<file path="src/rtl/id_decode_stage_if.sv">
// Fetch-to-decode and decode-to-rename handshake bundle for the RV32I decode stage.
// The stage is the slave; the fetch queue / downstream logic side is the master.
interface id_decode_stage_if #(
    parameter int INST_WIDTH         = 32,
    parameter int PC_WIDTH           = 32,
    parameter int ARCH_REG_NUM_WIDTH = 5,
    parameter int IMM_WIDTH          = 32
) ();
    logic                          in_valid;
    logic                          in_ready;
    logic [INST_WIDTH-1:0]         in_inst;
    logic [PC_WIDTH-1:0]           in_pc;
    logic                          out_valid;
    logic                          out_ready;
    logic [PC_WIDTH-1:0]           out_pc;
    logic [6:0]                    out_opcode;
    logic [2:0]                    out_funct3;
    logic [6:0]                    out_funct7;
    logic [ARCH_REG_NUM_WIDTH-1:0] out_rs1;
    logic [ARCH_REG_NUM_WIDTH-1:0] out_rs2;
    logic [ARCH_REG_NUM_WIDTH-1:0] out_rd;
    logic [IMM_WIDTH-1:0]          out_imm;
    logic                          out_uses_rs1;
    logic                          out_uses_rs2;
    logic                          out_writes_rd;
    logic                          out_illegal;

    modport slave (
        input  in_valid, in_inst, in_pc, out_ready,
        output in_ready, out_valid, out_pc, out_opcode, out_funct3, out_funct7,
               out_rs1, out_rs2, out_rd, out_imm, out_uses_rs1, out_uses_rs2,
               out_writes_rd, out_illegal
    );

    modport master (
        output in_valid, in_inst, in_pc, out_ready,
        input  in_ready, out_valid, out_pc, out_opcode, out_funct3, out_funct7,
               out_rs1, out_rs2, out_rd, out_imm, out_uses_rs1, out_uses_rs2,
               out_writes_rd, out_illegal
    );
endinterface

</file>
<file path="src/rtl/id_decode_stage.sv">
// RV32I decode stage: combinational format/immediate decode feeding a 2-entry
// registered skid buffer so both handshakes stay fully registered at 1 inst/cycle.
module id_decode_stage #(
    parameter int INST_WIDTH         = 32,
    parameter int PC_WIDTH           = 32,
    parameter int ARCH_REG_NUM_WIDTH = 5,
    parameter int IMM_WIDTH          = 32
) (
    input logic               clk,
    input logic               rst_n,
    input logic               flush,
    id_decode_stage_if.slave  bus
);

    typedef struct packed {
        logic [PC_WIDTH-1:0]           pc;
        logic [6:0]                    opcode;
        logic [2:0]                    funct3;
        logic [6:0]                    funct7;
        logic [ARCH_REG_NUM_WIDTH-1:0] rs1;
        logic [ARCH_REG_NUM_WIDTH-1:0] rs2;
        logic [ARCH_REG_NUM_WIDTH-1:0] rd;
        logic [IMM_WIDTH-1:0]          imm;
        logic                          usesRs1;
        logic                          usesRs2;
        logic                          writesRd;
        logic                          illegal;
    } entry_t;

    typedef enum logic [1:0] {EMPTY, ONE, TWO} state_t;
    typedef enum logic [2:0] {FMT_R, FMT_I, FMT_S, FMT_B, FMT_U, FMT_J, FMT_BAD} fmt_t;

    fmt_t        w_fmt;
    logic [31:0] w_inst;
    logic [31:0] w_imm32;
    entry_t      w_decoded;

    state_t      r_state;
    state_t      w_nextState;
    logic        r_inReady;
    entry_t      r_head;
    entry_t      r_tail;
    logic        w_accept;
    logic        w_pop;
    logic        w_loadHead;
    logic        w_loadTail;
    logic        w_shift;

    assign w_inst = bus.in_inst[31:0];

    always_comb begin
        w_fmt = FMT_BAD;
        case (w_inst[6:0])
            7'b0010011, 7'b0000011, 7'b1100111: w_fmt = FMT_I;
            7'b0100011:                         w_fmt = FMT_S;
            7'b1100011:                         w_fmt = FMT_B;
            7'b0110111, 7'b0010111:             w_fmt = FMT_U;
            7'b1101111:                         w_fmt = FMT_J;
            7'b0110011:                         w_fmt = FMT_R;
            default:                            w_fmt = FMT_BAD;
        endcase
    end

    always_comb begin
        w_imm32 = '0;
        case (w_fmt)
            FMT_I:   w_imm32 = {{20{w_inst[31]}}, w_inst[31:20]};
            FMT_S:   w_imm32 = {{20{w_inst[31]}}, w_inst[31:25], w_inst[11:7]};
            FMT_B:   w_imm32 = {{20{w_inst[31]}}, w_inst[7], w_inst[30:25], w_inst[11:8], 1'b0};
            FMT_U:   w_imm32 = {w_inst[31:12], 12'b0};
            FMT_J:   w_imm32 = {{12{w_inst[31]}}, w_inst[19:12], w_inst[20], w_inst[30:21], 1'b0};
            default: w_imm32 = '0;
        endcase
    end

    // Raw fields pass through even for unrecognised opcodes; only the derived info is zeroed.
    always_comb begin
        w_decoded          = '0;
        w_decoded.pc       = bus.in_pc;
        w_decoded.opcode   = w_inst[6:0];
        w_decoded.funct3   = w_inst[14:12];
        w_decoded.funct7   = w_inst[31:25];
        w_decoded.rs1      = ARCH_REG_NUM_WIDTH'(w_inst[19:15]);
        w_decoded.rs2      = ARCH_REG_NUM_WIDTH'(w_inst[24:20]);
        w_decoded.rd       = ARCH_REG_NUM_WIDTH'(w_inst[11:7]);
        w_decoded.imm      = {{(IMM_WIDTH-31){w_imm32[31]}}, w_imm32[30:0]};
        w_decoded.usesRs1  = (w_fmt == FMT_R) || (w_fmt == FMT_I) || (w_fmt == FMT_S) || (w_fmt == FMT_B);
        w_decoded.usesRs2  = (w_fmt == FMT_R) || (w_fmt == FMT_S) || (w_fmt == FMT_B);
        w_decoded.writesRd = ((w_fmt == FMT_R) || (w_fmt == FMT_I) || (w_fmt == FMT_U) || (w_fmt == FMT_J))
                             && (w_inst[11:7] != 5'd0);
        w_decoded.illegal  = (w_fmt == FMT_BAD);
    end

    assign w_accept = bus.in_valid && r_inReady;
    assign w_pop    = (r_state != EMPTY) && bus.out_ready;

    always_ff @(posedge clk or negedge rst_n) begin
        if (!rst_n) begin
            r_state   <= EMPTY;
            r_inReady <= 1'b1;
        end else begin
            r_state   <= w_nextState;
            r_inReady <= (w_nextState != TWO);
        end
    end

    // Flush wins over both handshakes; in ONE an accept+pop overwrites the head in place.
    always_comb begin
        w_nextState = r_state;
        w_loadHead  = 1'b0;
        w_loadTail  = 1'b0;
        w_shift     = 1'b0;
        if (flush) begin
            w_nextState = EMPTY;
        end else begin
            case (r_state)
                EMPTY: begin
                    if (w_accept) begin
                        w_nextState = ONE;
                        w_loadHead  = 1'b1;
                    end
                end
                ONE: begin
                    if (w_accept && w_pop) begin
                        w_loadHead  = 1'b1;
                    end else if (w_accept) begin
                        w_nextState = TWO;
                        w_loadTail  = 1'b1;
                    end else if (w_pop) begin
                        w_nextState = EMPTY;
                    end
                end
                TWO: begin
                    if (w_pop) begin
                        w_nextState = ONE;
                        w_shift     = 1'b1;
                    end
                end
                default: w_nextState = EMPTY;
            endcase
        end
    end

    always_ff @(posedge clk or negedge rst_n) begin
        if (!rst_n) begin
            r_head <= '0;
            r_tail <= '0;
        end else begin
            if (w_loadHead) r_head <= w_decoded;
            else if (w_shift) r_head <= r_tail;
            if (w_loadTail) r_tail <= w_decoded;
        end
    end

    assign bus.in_ready      = r_inReady;
    assign bus.out_valid     = (r_state != EMPTY);
    assign bus.out_pc        = r_head.pc;
    assign bus.out_opcode    = r_head.opcode;
    assign bus.out_funct3    = r_head.funct3;
    assign bus.out_funct7    = r_head.funct7;
    assign bus.out_rs1       = r_head.rs1;
    assign bus.out_rs2       = r_head.rs2;
    assign bus.out_rd        = r_head.rd;
    assign bus.out_imm       = r_head.imm;
    assign bus.out_uses_rs1  = r_head.usesRs1;
    assign bus.out_uses_rs2  = r_head.usesRs2;
    assign bus.out_writes_rd = r_head.writesRd;
    assign bus.out_illegal   = r_head.illegal;

endmodule

</file>
<file path="src/flat_wrapper.sv">
// flat-port wrapper written by rule: the top's interface ports become plain ports
module id_decode_stage_flat 
#(
    parameter int INST_WIDTH         = 32,
    parameter int PC_WIDTH           = 32,
    parameter int ARCH_REG_NUM_WIDTH = 5,
    parameter int IMM_WIDTH          = 32
)
  (clk, rst_n, flush, bus_in_valid, bus_in_inst, bus_in_pc, bus_out_ready, bus_in_ready, bus_out_valid, bus_out_pc, bus_out_opcode, bus_out_funct3, bus_out_funct7, bus_out_rs1, bus_out_rs2, bus_out_rd, bus_out_imm, bus_out_uses_rs1, bus_out_uses_rs2, bus_out_writes_rd, bus_out_illegal);
  id_decode_stage_if #(.INST_WIDTH(INST_WIDTH), .PC_WIDTH(PC_WIDTH), .ARCH_REG_NUM_WIDTH(ARCH_REG_NUM_WIDTH), .IMM_WIDTH(IMM_WIDTH)) bus_i ();
  input logic clk;
  input logic rst_n;
  input logic flush;
  input wire logic [$bits(bus_i.in_valid)-1:0] bus_in_valid;
  input wire logic [$bits(bus_i.in_inst)-1:0] bus_in_inst;
  input wire logic [$bits(bus_i.in_pc)-1:0] bus_in_pc;
  input wire logic [$bits(bus_i.out_ready)-1:0] bus_out_ready;
  output wire logic [$bits(bus_i.in_ready)-1:0] bus_in_ready;
  output wire logic [$bits(bus_i.out_valid)-1:0] bus_out_valid;
  output wire logic [$bits(bus_i.out_pc)-1:0] bus_out_pc;
  output wire logic [$bits(bus_i.out_opcode)-1:0] bus_out_opcode;
  output wire logic [$bits(bus_i.out_funct3)-1:0] bus_out_funct3;
  output wire logic [$bits(bus_i.out_funct7)-1:0] bus_out_funct7;
  output wire logic [$bits(bus_i.out_rs1)-1:0] bus_out_rs1;
  output wire logic [$bits(bus_i.out_rs2)-1:0] bus_out_rs2;
  output wire logic [$bits(bus_i.out_rd)-1:0] bus_out_rd;
  output wire logic [$bits(bus_i.out_imm)-1:0] bus_out_imm;
  output wire logic [$bits(bus_i.out_uses_rs1)-1:0] bus_out_uses_rs1;
  output wire logic [$bits(bus_i.out_uses_rs2)-1:0] bus_out_uses_rs2;
  output wire logic [$bits(bus_i.out_writes_rd)-1:0] bus_out_writes_rd;
  output wire logic [$bits(bus_i.out_illegal)-1:0] bus_out_illegal;
  assign bus_i.in_valid = bus_in_valid;
  assign bus_i.in_inst = bus_in_inst;
  assign bus_i.in_pc = bus_in_pc;
  assign bus_i.out_ready = bus_out_ready;
  assign bus_in_ready = bus_i.in_ready;
  assign bus_out_valid = bus_i.out_valid;
  assign bus_out_pc = bus_i.out_pc;
  assign bus_out_opcode = bus_i.out_opcode;
  assign bus_out_funct3 = bus_i.out_funct3;
  assign bus_out_funct7 = bus_i.out_funct7;
  assign bus_out_rs1 = bus_i.out_rs1;
  assign bus_out_rs2 = bus_i.out_rs2;
  assign bus_out_rd = bus_i.out_rd;
  assign bus_out_imm = bus_i.out_imm;
  assign bus_out_uses_rs1 = bus_i.out_uses_rs1;
  assign bus_out_uses_rs2 = bus_i.out_uses_rs2;
  assign bus_out_writes_rd = bus_i.out_writes_rd;
  assign bus_out_illegal = bus_i.out_illegal;
  id_decode_stage #(.INST_WIDTH(INST_WIDTH), .PC_WIDTH(PC_WIDTH), .ARCH_REG_NUM_WIDTH(ARCH_REG_NUM_WIDTH), .IMM_WIDTH(IMM_WIDTH)) u_core (.clk(clk), .rst_n(rst_n), .flush(flush), .bus(bus_i));
endmodule
</file>
<file path="config.mk">
export PLATFORM = sky130hd
export DESIGN_NAME = id_decode_stage_flat
export DESIGN_NICKNAME = d
export VERILOG_FILES = /design/src/rtl/id_decode_stage_if.sv /design/src/rtl/id_decode_stage.sv /design/src/flat_wrapper.sv
export SDC_FILE = /design/constraint.sdc
export NUM_CORES = 1
export LEC_CHECK = 0
export ABC_CLOCK_PERIOD_IN_PS = 2400
export BUFFER_PORTS_ARGS = -buffer_cell sky130_fd_sc_hd__buf_4
export CAP_MARGIN = 20
export CORE_MARGIN = 8
export CORE_UTILIZATION = 40
export CTS_BUF_LIST = sky130_fd_sc_hd__clkbuf_16
export DETAILED_ROUTE_END_ITERATION = 16
export GPL_ROUTABILITY_DRIVEN = 0
export MAX_ROUTING_LAYER = met4
export SLEW_MARGIN = 10
export SYNTH_ARGS = -nofsm -noshare
export SYNTH_HDL_FRONTEND = slang
export SYNTH_SLANG_ARGS = --single-unit
</file>
<file path="constraint.sdc">
create_clock -name clk -period 2.4 [get_ports clk]
set_input_delay 0.36 -clock clk [delete_from_list [all_inputs] [get_ports clk]]
set_output_delay 0.36 -clock clk [all_outputs]
set_load 0.005 [all_outputs]
</file>
Word-level counts from Yosys, hierarchy flattened:

Cells that the tools add are included.

* bits in registers: 203

* muxes and demuxes: 21
* reduce and logical (&&, ||, !) cells: 18
* eq/ne operators: 18

Operators with widths (count)
* 100-bit 2-to-1 mux: 2
* 32-bit one-hot mux with 5 select lines: 1
* 7-bit by 6-bit equality test with 1-bit output, second input constant: 3
* 7-bit equality test, second input constant: 3
* 3-bit one-hot mux with 6 select lines: 1
* 7-bit by 5-bit equality test with 1-bit output, second input constant: 2
* 2-bit 2-to-1 mux: 6
* 3-bit equality test, second input constant: 3
* 1-bit 2-to-1 mux: 9
* 7-bit by 2-bit equality test with 1-bit output, second input constant: 1
* 1-bit logical OR: 7
* 3-bit by 2-bit equality test with 1-bit output, second input constant: 2
* 2-bit one-hot mux with 3 select lines: 1
* 5-bit nonzero test: 1
* 1-bit logical AND: 4
* 2-bit nonzero test: 2
* 3-bit by 1-bit equality test with 1-bit output, second input constant: 1
* 3-bit zero test: 1
* 3-bit OR reduction: 1
* 2-bit by 1-bit equality test with 1-bit output, second input constant: 1
* 2-bit equality test, second input constant: 1
* 2-bit zero test: 1
* 2-bit != test, second input constant: 1
* 1-bit one-hot mux with 2 select lines: 1
* 2-bit OR reduction: 1

Logic depth before layout (Yosys ltp):

Gate-level depths: netlist of run 1.

* depth in word-level cells: 9
* gate-level depth with buffers: 7
* depth with buffers taken out: 4

Worst setup path after synthesis of run 1:

OpenSTA, ideal clock, no wires.

* path kind: flip-flop to flip-flop
* start: reg u_core.r_inReady (netlist: u_core.bus.in_ready)
* end: reg u_core.r_head (netlist bit u_core.bus.out_imm[22])
* stages on the path, launching flop included: 7
* path buffers: 2
* data arrival time: 1.535 ns
* setup slack: 0.738 ns
* cell sequence: dfstp_2 > and4bb_1 > buf_4 > nand2_2 > clkbuf_1 > a222oi_1 > nand2_1

* longest elaborated chain between the ends: 6
* elaborated cells between the ends (all ways): 8

Ends and longest elaborated chain
* start, declared: RTL line id_decode_stage.sv:40 `logic r_inReady;`
* start signal, assigned: RTL line id_decode_stage.sv:103 `r_inReady <= (w_nextState != TWO);`
* 1-bit logical AND (*): RTL line id_decode_stage.sv:94 `assign w_accept = bus.in_valid && r_inReady;`
* 1-bit logical AND: RTL line id_decode_stage.sv:124 `if (w_accept && w_pop) begin`
* 1-bit 2-to-1 mux: RTL line id_decode_stage.sv:124
* 1-bit one-hot mux with 2 select lines (*): RTL line id_decode_stage.sv:116 `case (r_state)`
* 1-bit 2-to-1 mux (*): RTL line id_decode_stage.sv:113 `if (flush) begin`
* 100-bit 2-to-1 mux or 2-bit nonzero test (tied branches)
* end signal, assigned: RTL line id_decode_stage.sv:149 `if (w_loadHead) r_head <= w_decoded;`
* end signal, assigned: RTL line id_decode_stage.sv:150 `else if (w_shift) r_head <= r_tail;`
* end, declared: RTL line id_decode_stage.sv:41 `entry_t r_head;`

Every way passes the cells marked *; elsewhere a longest branch is shown, timed or not.
A chain may end at the register's enable or synchronous reset.

Worst setup path in the final report of run 1:

* start: reg u_core.r_inReady (netlist: u_core.bus.in_ready)
* end: reg u_core.r_tail[13] (netlist bit)

* longest elaborated chain between the ends: 5
* elaborated cells between the ends (all ways): 6

Ends and longest elaborated chain
* 1-bit logical AND (*): RTL line id_decode_stage.sv:94
* 1-bit 2-to-1 mux or 1-bit logical AND (tied branches): RTL line id_decode_stage.sv:126, id_decode_stage.sv:124
* 1-bit 2-to-1 mux (*): RTL line id_decode_stage.sv:124
* 1-bit 2-to-1 mux (*): RTL line id_decode_stage.sv:116
* 1-bit 2-to-1 mux (*): RTL line id_decode_stage.sv:113
* end signal, assigned: RTL line id_decode_stage.sv:151 `if (w_loadTail) r_tail <= w_decoded;`
* end, declared: RTL line id_decode_stage.sv:42 `entry_t r_tail;`

Marks and branches as above.

==> results of run 1 <==
==> per-layer routing <==
| layer | GRT usage, % | up-vias | routed length [microns] |
|---|---|---|---|
| met3 | 4.49 | 41 | 2050 |
| met1 | 26.9 | 3549 | 12000 |
| met5 | - | - | 0 |
| met2 | 28.9 | 226 | 11600 |
| li1 | - | 3570 | - |
| met4 | 4.59 | 0 | 507 |
==> worst max path at each step <==
stage / start / endpoint / slack, ns / depth (start not counted)
2_1_floorplan: u_core.bus.in_ready / u_core.bus.out_imm[22] / 0.74 / 6
3_3_place_gp: flush / u_core.r_tail[32] / 0.33 / 5
3_5_place_dp: flush / u_core.r_tail[33] / 0.26 / 5
4_1_cts: u_core.bus.in_ready / u_core.r_tail[33] / 0.27 / 4
5_1_grt: u_core.bus.in_ready / u_core.r_tail[9] / 0.39 / 5
6_report: u_core.bus.in_ready / u_core.r_tail[13] / 0.48 / 5
==> timing repair <==
action / in CTS / in global routing
buffers inserted: 0 / 0
setup endpoints to repair: 0 / 0
endpoints found under the hold margin: 53 / 0
hold buffers: 1 / 0
==> power groups by stage <==
stage | clock [uW] | sequential (uW) | combinational, uW
floorplan | 0 | 4470 | 775
global placement | 0 | 4530 | 1570
detailed placement | 0 | 4530 | 1610
CTS | 3170 | 4490 | 1610
global route | 3300 | 4580 | 1790
finish | 3070 | 4490 | 1570
==> layout make-up <==
class,instances,share of cell area [%]
clock buffers,23,5.13
clock inverters,15,0.603
inverters,7,0.234
multi-input cells,674,31.4
flip-flops and latches,203,45.3
well taps,280,3.12
repair buffers,198,14.2
==> synthesized netlist by cell type (3+ instances only) <==
library cell	count	area, sq um
a22oi_1	62	465
a31oi_1	4	25.0
nand2_1	366	1370
nand3_1	17	85.1
nand4bb_1	3	33.8
nor2b_1	3	18.8
clkbuf_1	28	105
and2_1	7	43.8
a221o_1	4	40.0
buf_4	6	45.0
a2bb2oi_1	6	52.6
a211oi_1	16	120
inv_1	7	26.3
mux2_2	9	101
o21ai_0	23	115
nand4_1	9	56.3
dfrtp_1	202	5050
nor3_1	3	15.0
o211ai_1	5	37.5
o22ai_1	16	100
buf_1	7	26.3
buf_2	25	125
a21oi_1	22	110
a222oi_1	10	100
and2_0	3	18.8
buf_6	3	33.8
nor2_1	40	150
o21ai_1	6	30.0
==> cell usage in the layout, fill, tap and decap left out, drive strengths merged, types with 4 or more instances in the layout <==
cell type,instances
a22oi,62
a21oi,24
nand4,9
a221o,4
clkbuf,24
and2,10
o211ai,7
o22ai,16
a31oi,4
nand2,367
a211oi,17
mux2,9
a222oi,10
clkinv,7
inv,15
nand3,17
a2bb2oi,6
dfrtp,202
nor2,43
o21ai,29
buf,196
==> kinds of logic after synthesis <==
| kind of cell | after synthesis |
|---|---|
| simple gates | 474 |
| flops | 203 |
| compound gates | 190 |
| buf+inv | 77 |
| mux | 9 |
| xor+xnor | 1 |
==> state kept, by name (all words and copies together), names as in the netlist <==
signal / count
u_core.bus.out_writes_rd: 1
u_core.bus.in_ready: 1
u_core.bus.out_uses_rs1: 1
u_core.bus.out_rs2: 5
u_core.bus.out_rs1: 5
u_core.bus.out_funct3: 3
u_core.bus.out_imm: 32
u_core.bus.out_opcode: 7
u_core.r_state: 2
u_core.bus.out_illegal: 1
u_core.bus.out_pc: 32
u_core.bus.out_rd: 5
u_core.bus.out_funct7: 7
u_core.r_tail: 100
u_core.bus.out_uses_rs2: 1
==> per-stage QoR <==
step	area, sq um	std cells	power [uW]
after floorplan	8930	954	5250
after global routing	11200	1400	9670
final	11200	1400	9140
after global placement	10600	1360	6100
after detailed placement	10600	1360	6140
after CTS	11200	1399	9270
==> results.toml, run 1 <==
[outcome]
status = "complete, no violations"

[yosys]
synthSimpleGateAreaFrac_pct = 22.4
ys_ff_latch = 203
synthFlopType = "dfrtp_1"
synth_area_sq_um = 8930
synth.area.mux_share_pct = 1.13
synth_compound_area_share_pct = 15.4
yosysSeqAreaShare_pct = 56.9
synth_cells = 954
synth_edf_count = 0
synth_warnings = 0
synth_top_family_by_area = "simple AND/OR/NAND/NOR gates"
ys_async_sr_fraction_pct = 100
avgSynthCellArea_sq_um = 9.36
synth_fa_ha_area_share_pct = 0
synth_xor_xnor_area_share_pct = 0.0980
syn-num-nets = 1023
synth.distinct_cells = 60

[clocking]
root_buffer = "clkbuf_16"
cts_sinks = 203
ctsResizeCount = 0
cts_tree = "built"
clk_pin_slew_ns = 0.06
clock_path_buffers = 3
cts_buffers = 23
insertion_delay_ns = 0.51
htreeDepth = 1

[critical_path]
cp_data_required_time_ns = 2.83
r2r_start = "u_core.bus.in_ready"
critPathMaxStageDelay_ns = 0.54
reg2reg_depth = 5
worstReg2RegEnd = "u_core.r_tail[13]"
crit_arrival_ns = 2.36
ff2ff_setup_slack_ns = 0.48
crit_chain = "nand4bb_1, nor2_4, buf_4, nand2_1, o21ai_0"
crit_fanout = 23
cp_num_buf_inv = 1
critPathSlowestCell = "dfstp_2"
crit_family = "simple AND/OR/NAND/NOR gates"
setup.worst_path.end_class = "flop"
worstSetupStartpointType = "flop"
path_class = "flop to flop"

[sta]
layout_setup_ws_ns = 0.476
worst_pin_slew_ns = 0.594
rsz0062_at_grt = "false"
fin_tns_setup_ns = 0
setup_viol_count_final = 0
slew_viol_final = 0
hold_viol_final = 0
fmax_ghz = 0.520
fin_crit_ns = 1.92
timing.slew.headroom_pct = 60.4
clock_skew_ns = 0.0133
fin_crit_sh_pct = 80.2
timing.hold.ws_ns = 0.0496

[placed_design]
dp_hpwl_microns = 16700
dp_slack_ns = 0.257
io_buffer_count = 170

[layout]
area_growth_pct = 25.5
multi_input_area_sq_um = 3520
layout.nets = 1176
insertedDiodeCount = 0
drive_above_1_share_pct = 22.6
fillCellCount = 2070
final_util_pct = 51.2
regArea_sq_um = 5080

[worst_hold_path]
hold_depth = 2
hold_end = "u_core.r_state[0]"
hold_start = "flush"
hp-class = "input port to flop"

[drt]
drc = 0
via_per_inst = 5.28
antenna_left = 0
drt_pass1_iterations = 7
drt_first_iter_violations = 582
vias = 7386
routed_wl_microns = 26100
wl_per_cell_microns = 18.6

[power_and_ir_drop]
p_comb_share_pct = 17.2
power.switching_uw = 2530
power_frac_seq_pct = 49.2
cellPowerDensity_nw_per_um2 = 815
p_int_uw = 6610
pwr-share-clk_pct = 33.6
swShare_pct = 27.7
leakage_uw = 0.00565
peakVddDrop_mv = 0.456

[global_route]
grt_overflow = 0
grt_pass1_wl_microns = 41500
grt_pass1_vias = 7459
grt_max_degree = 93
antenna_found_initial = 0
grt_usage_pct = 19.5

[flow_run]
maxCapViolations = 0

[floorplanning]
fp.coreArea_sq_um = 21900
start_util_pct = 40.8
rows = 54
die-area_sq_um = 27400
die_h_microns = 165
io_pins = 171
die_x_microns = 165
Power figures use the tool's default switching activity.
==> run 2, diff against run 1 <==
--- a/config.mk
+++ b/config.mk
@@ -5,7 +5,7 @@
 export SDC_FILE = /design/constraint.sdc
 export NUM_CORES = 1
 export LEC_CHECK = 0
-export ABC_CLOCK_PERIOD_IN_PS = 2400
+export ABC_CLOCK_PERIOD_IN_PS = 1700
 export BUFFER_PORTS_ARGS = -buffer_cell sky130_fd_sc_hd__buf_4
 export CAP_MARGIN = 20
 export CORE_MARGIN = 8
==> constraint.sdc (replaced) <==
create_clock -name clk -period 1.7 [get_ports clk]
set_input_delay 0.255 -clock clk [delete_from_list [all_inputs] [get_ports clk]]
set_output_delay 0.255 -clock clk [all_outputs]
set_load 0.005 [all_outputs]
==> run 2 against run 1 <==
Clock skew decreased by 0.0044 ns. Maximum frequency rose by 16%. Utilization increased by 5.5 points. Global-route usage up 0.61 points. Sequential power rose by 41%. Largest cell class unchanged. Clock power grew 52%. Wire length up 4.9%. Flip-flop and latch count is the same. Total power grew 48%. Critical path type unchanged.
==> results.toml, run 2 (synthesis gave the netlist of run 1 again) <==
[outcome]
status = "complete, no violations"

[drt]
via_per_inst = 5.32
vias = 7933
drc = 0
drt_first_iter_violations = 592
drt_pass1_iterations = 5
antenna_left = 0
routed_wl_microns = 27400
wl_per_cell_microns = 18.3

[critical_path]
setup.worst_path.end_class = "flop"
crit_fanout = 6
crit_arrival_ns = 2.04
critPathMaxStageDelay_ns = 0.55
crit_chain = "and4bb_1, buf_6, nand2_8, clkbuf_16, a222oi_1, nand2_1"
path_class = "flop to flop"
cp_data_required_time_ns = 2.09
worstSetupStartpointType = "flop"
critPathSlowestCell = "dfstp_2"

[sta]
worst_pin_slew_ns = 0.480
fin_crit_ns = 1.66
fin_tns_setup_ns = 0
fmax_ghz = 0.604
layout_setup_ws_ns = 0.0449
timing.hold.ws_ns = 0.0183
slew_viol_final = 0
clock_skew_ns = 0.00890
hold_viol_final = 0
fin_crit_sh_pct = 97.4
setup_viol_count_final = 0
rsz0062_at_grt = "true"
timing.slew.headroom_pct = 68.0

[power_and_ir_drop]
power_frac_seq_pct = 46.9
pwr-share-clk_pct = 34.5
p_int_uw = 9840
cellPowerDensity_nw_per_um2 = 1090
power.switching_uw = 3670
p_comb_share_pct = 18.5
swShare_pct = 27.1
peakVddDrop_mv = 0.758
leakage_uw = 0.00619

[layout]
largest-register = "u_core.r_tail"
layout.nets = 1268
fillCellCount = 1966
final_area_sq_um = 12400
largest_register_ffs = 100
area_growth_pct = 38.9
final_common_cell = "nand2_1"
insertedDiodeCount = 0
final_cell_mix = "nand2_1 (365), buf_4 (207), dfrtp_1 (202), a22oi_1 (62), dlygate4sd3_1 (51)"
drive_above_1_share_pct = 25.8
final-instance-count-excl-fill = 1492

[global_route]
antenna_found_initial = 0
grt_pass1_vias = 8040
grt_pass1_wl_microns = 43400
grt_usage_pct = 20.2
grt_max_degree = 61
grt_overflow = 0

[placed_design]
io_buffer_count = 170
dp_hpwl_microns = 17700
placed_cell_area_sq_um = 11000
dp_slack_ns = 0.00611
placed_cells = 1395

[clocking]
clock_path_buffers = 3
root_buffer = "clkbuf_16"
cts_tree = "built"
insertion_delay_ns = 0.51
cts_sinks = 203
htreeDepth = 1
cts_buffers = 23
clk_pin_slew_ns = 0.06

[floorplanning]
die_x_microns = 165
die_h_microns = 165
fp.coreArea_sq_um = 21900
rows = 54
die-area_sq_um = 27400
io_pins = 171
start_util_pct = 40.8

[flow_run]
maxCapViolations = 0

[worst_hold_path]
hp-class = "input port to flop"
run 2: cell count changes in the layout (fill, tap and decap cells not counted), moves of 5 or more:
cell and change:
o21ai_1 +5, dlygate4sd3_1 +50, a21oi_1 -9, buf_4 +19
o21ai_0 -8, buf_6 +6, a21oi_2 +8, buf_12 +13
run 2: timing repair:
action	4_1_cts	5_1_grt
hold buffers	52	0
resized for setup	0	38
hold endpoints to repair	226	0
setup endpoints to repair	0	50
buffers inserted	0	3
run 2: routing by layer:
layer  vias to the layer above  GRT usage (%)  routed length (microns)
met5                         -              -                        0
met4                         0           4.67                      524
met3                        35           4.12                     2050
met2                       274           30.5                    12600
met1                      3857           27.5                    12200
li1                       3767              -                        -
run 2: final timing paths:
kind                                      startpoint                      to  slack [ns]  cells after the start
worst min-delay path                 bus_in_inst[27]  u_core.bus.out_imm[27]        0.02                      3
worst max-delay path             u_core.bus.in_ready  u_core.bus.out_imm[20]        0.04                      6
max in group asynchronous                      rst_n       u_core.r_tail[96]        0.86                      3
worst max register to register   u_core.bus.in_ready  u_core.bus.out_imm[20]        0.04                      6
worst min register to register  u_core.bus.out_rd[0]    u_core.bus.out_rd[0]        0.46                      2
min in group asynchronous                      rst_n   u_core.bus.out_rs1[4]        0.22                      2
run 2: final cells by class:
type	instances	area, sq um	share of cell area (%)
Clock buffer	23	576	4.64
Clock inverter	15	123	0.988
Inverter	7	26.3	0.212
Multi-Input combinational cell	674	3600	29.0
Sequential cell	203	5080	40.9
Tap cell	280	350	2.82
Timing Repair Buffer	290	2650	21.4
run 2: per-stage QoR:
stage | util (%) | total power (uW)
final | 56.7 | 13500
after global routing | 56.7 | 14200
after CTS | 55.7 | 13600
after detailed placement | 50.1 | 8770
after global placement | 50.1 | 8700
after floorplan | - | 7410
run 2: power groups by stage:
| stage | Sequential (uW) | Clock [uW] | Combinational (uW) |
|---|---|---|---|
| global placement | 6390 | 0 | 2320 |
| floorplan | 6310 | 0 | 1090 |
| CTS | 6340 | 4780 | 2480 |
| detailed placement | 6400 | 0 | 2380 |
| finish | 6340 | 4660 | 2500 |
| global route | 6450 | 4950 | 2830 |
run 2: critical path, delay by kind of cell, from the launching register on:
kind | cells | cell delay, ns
flops | 1 | 0.55
simple gates | 3 | 0.38
buf+inv | 2 | 0.35
compound gates | 1 | 0.28
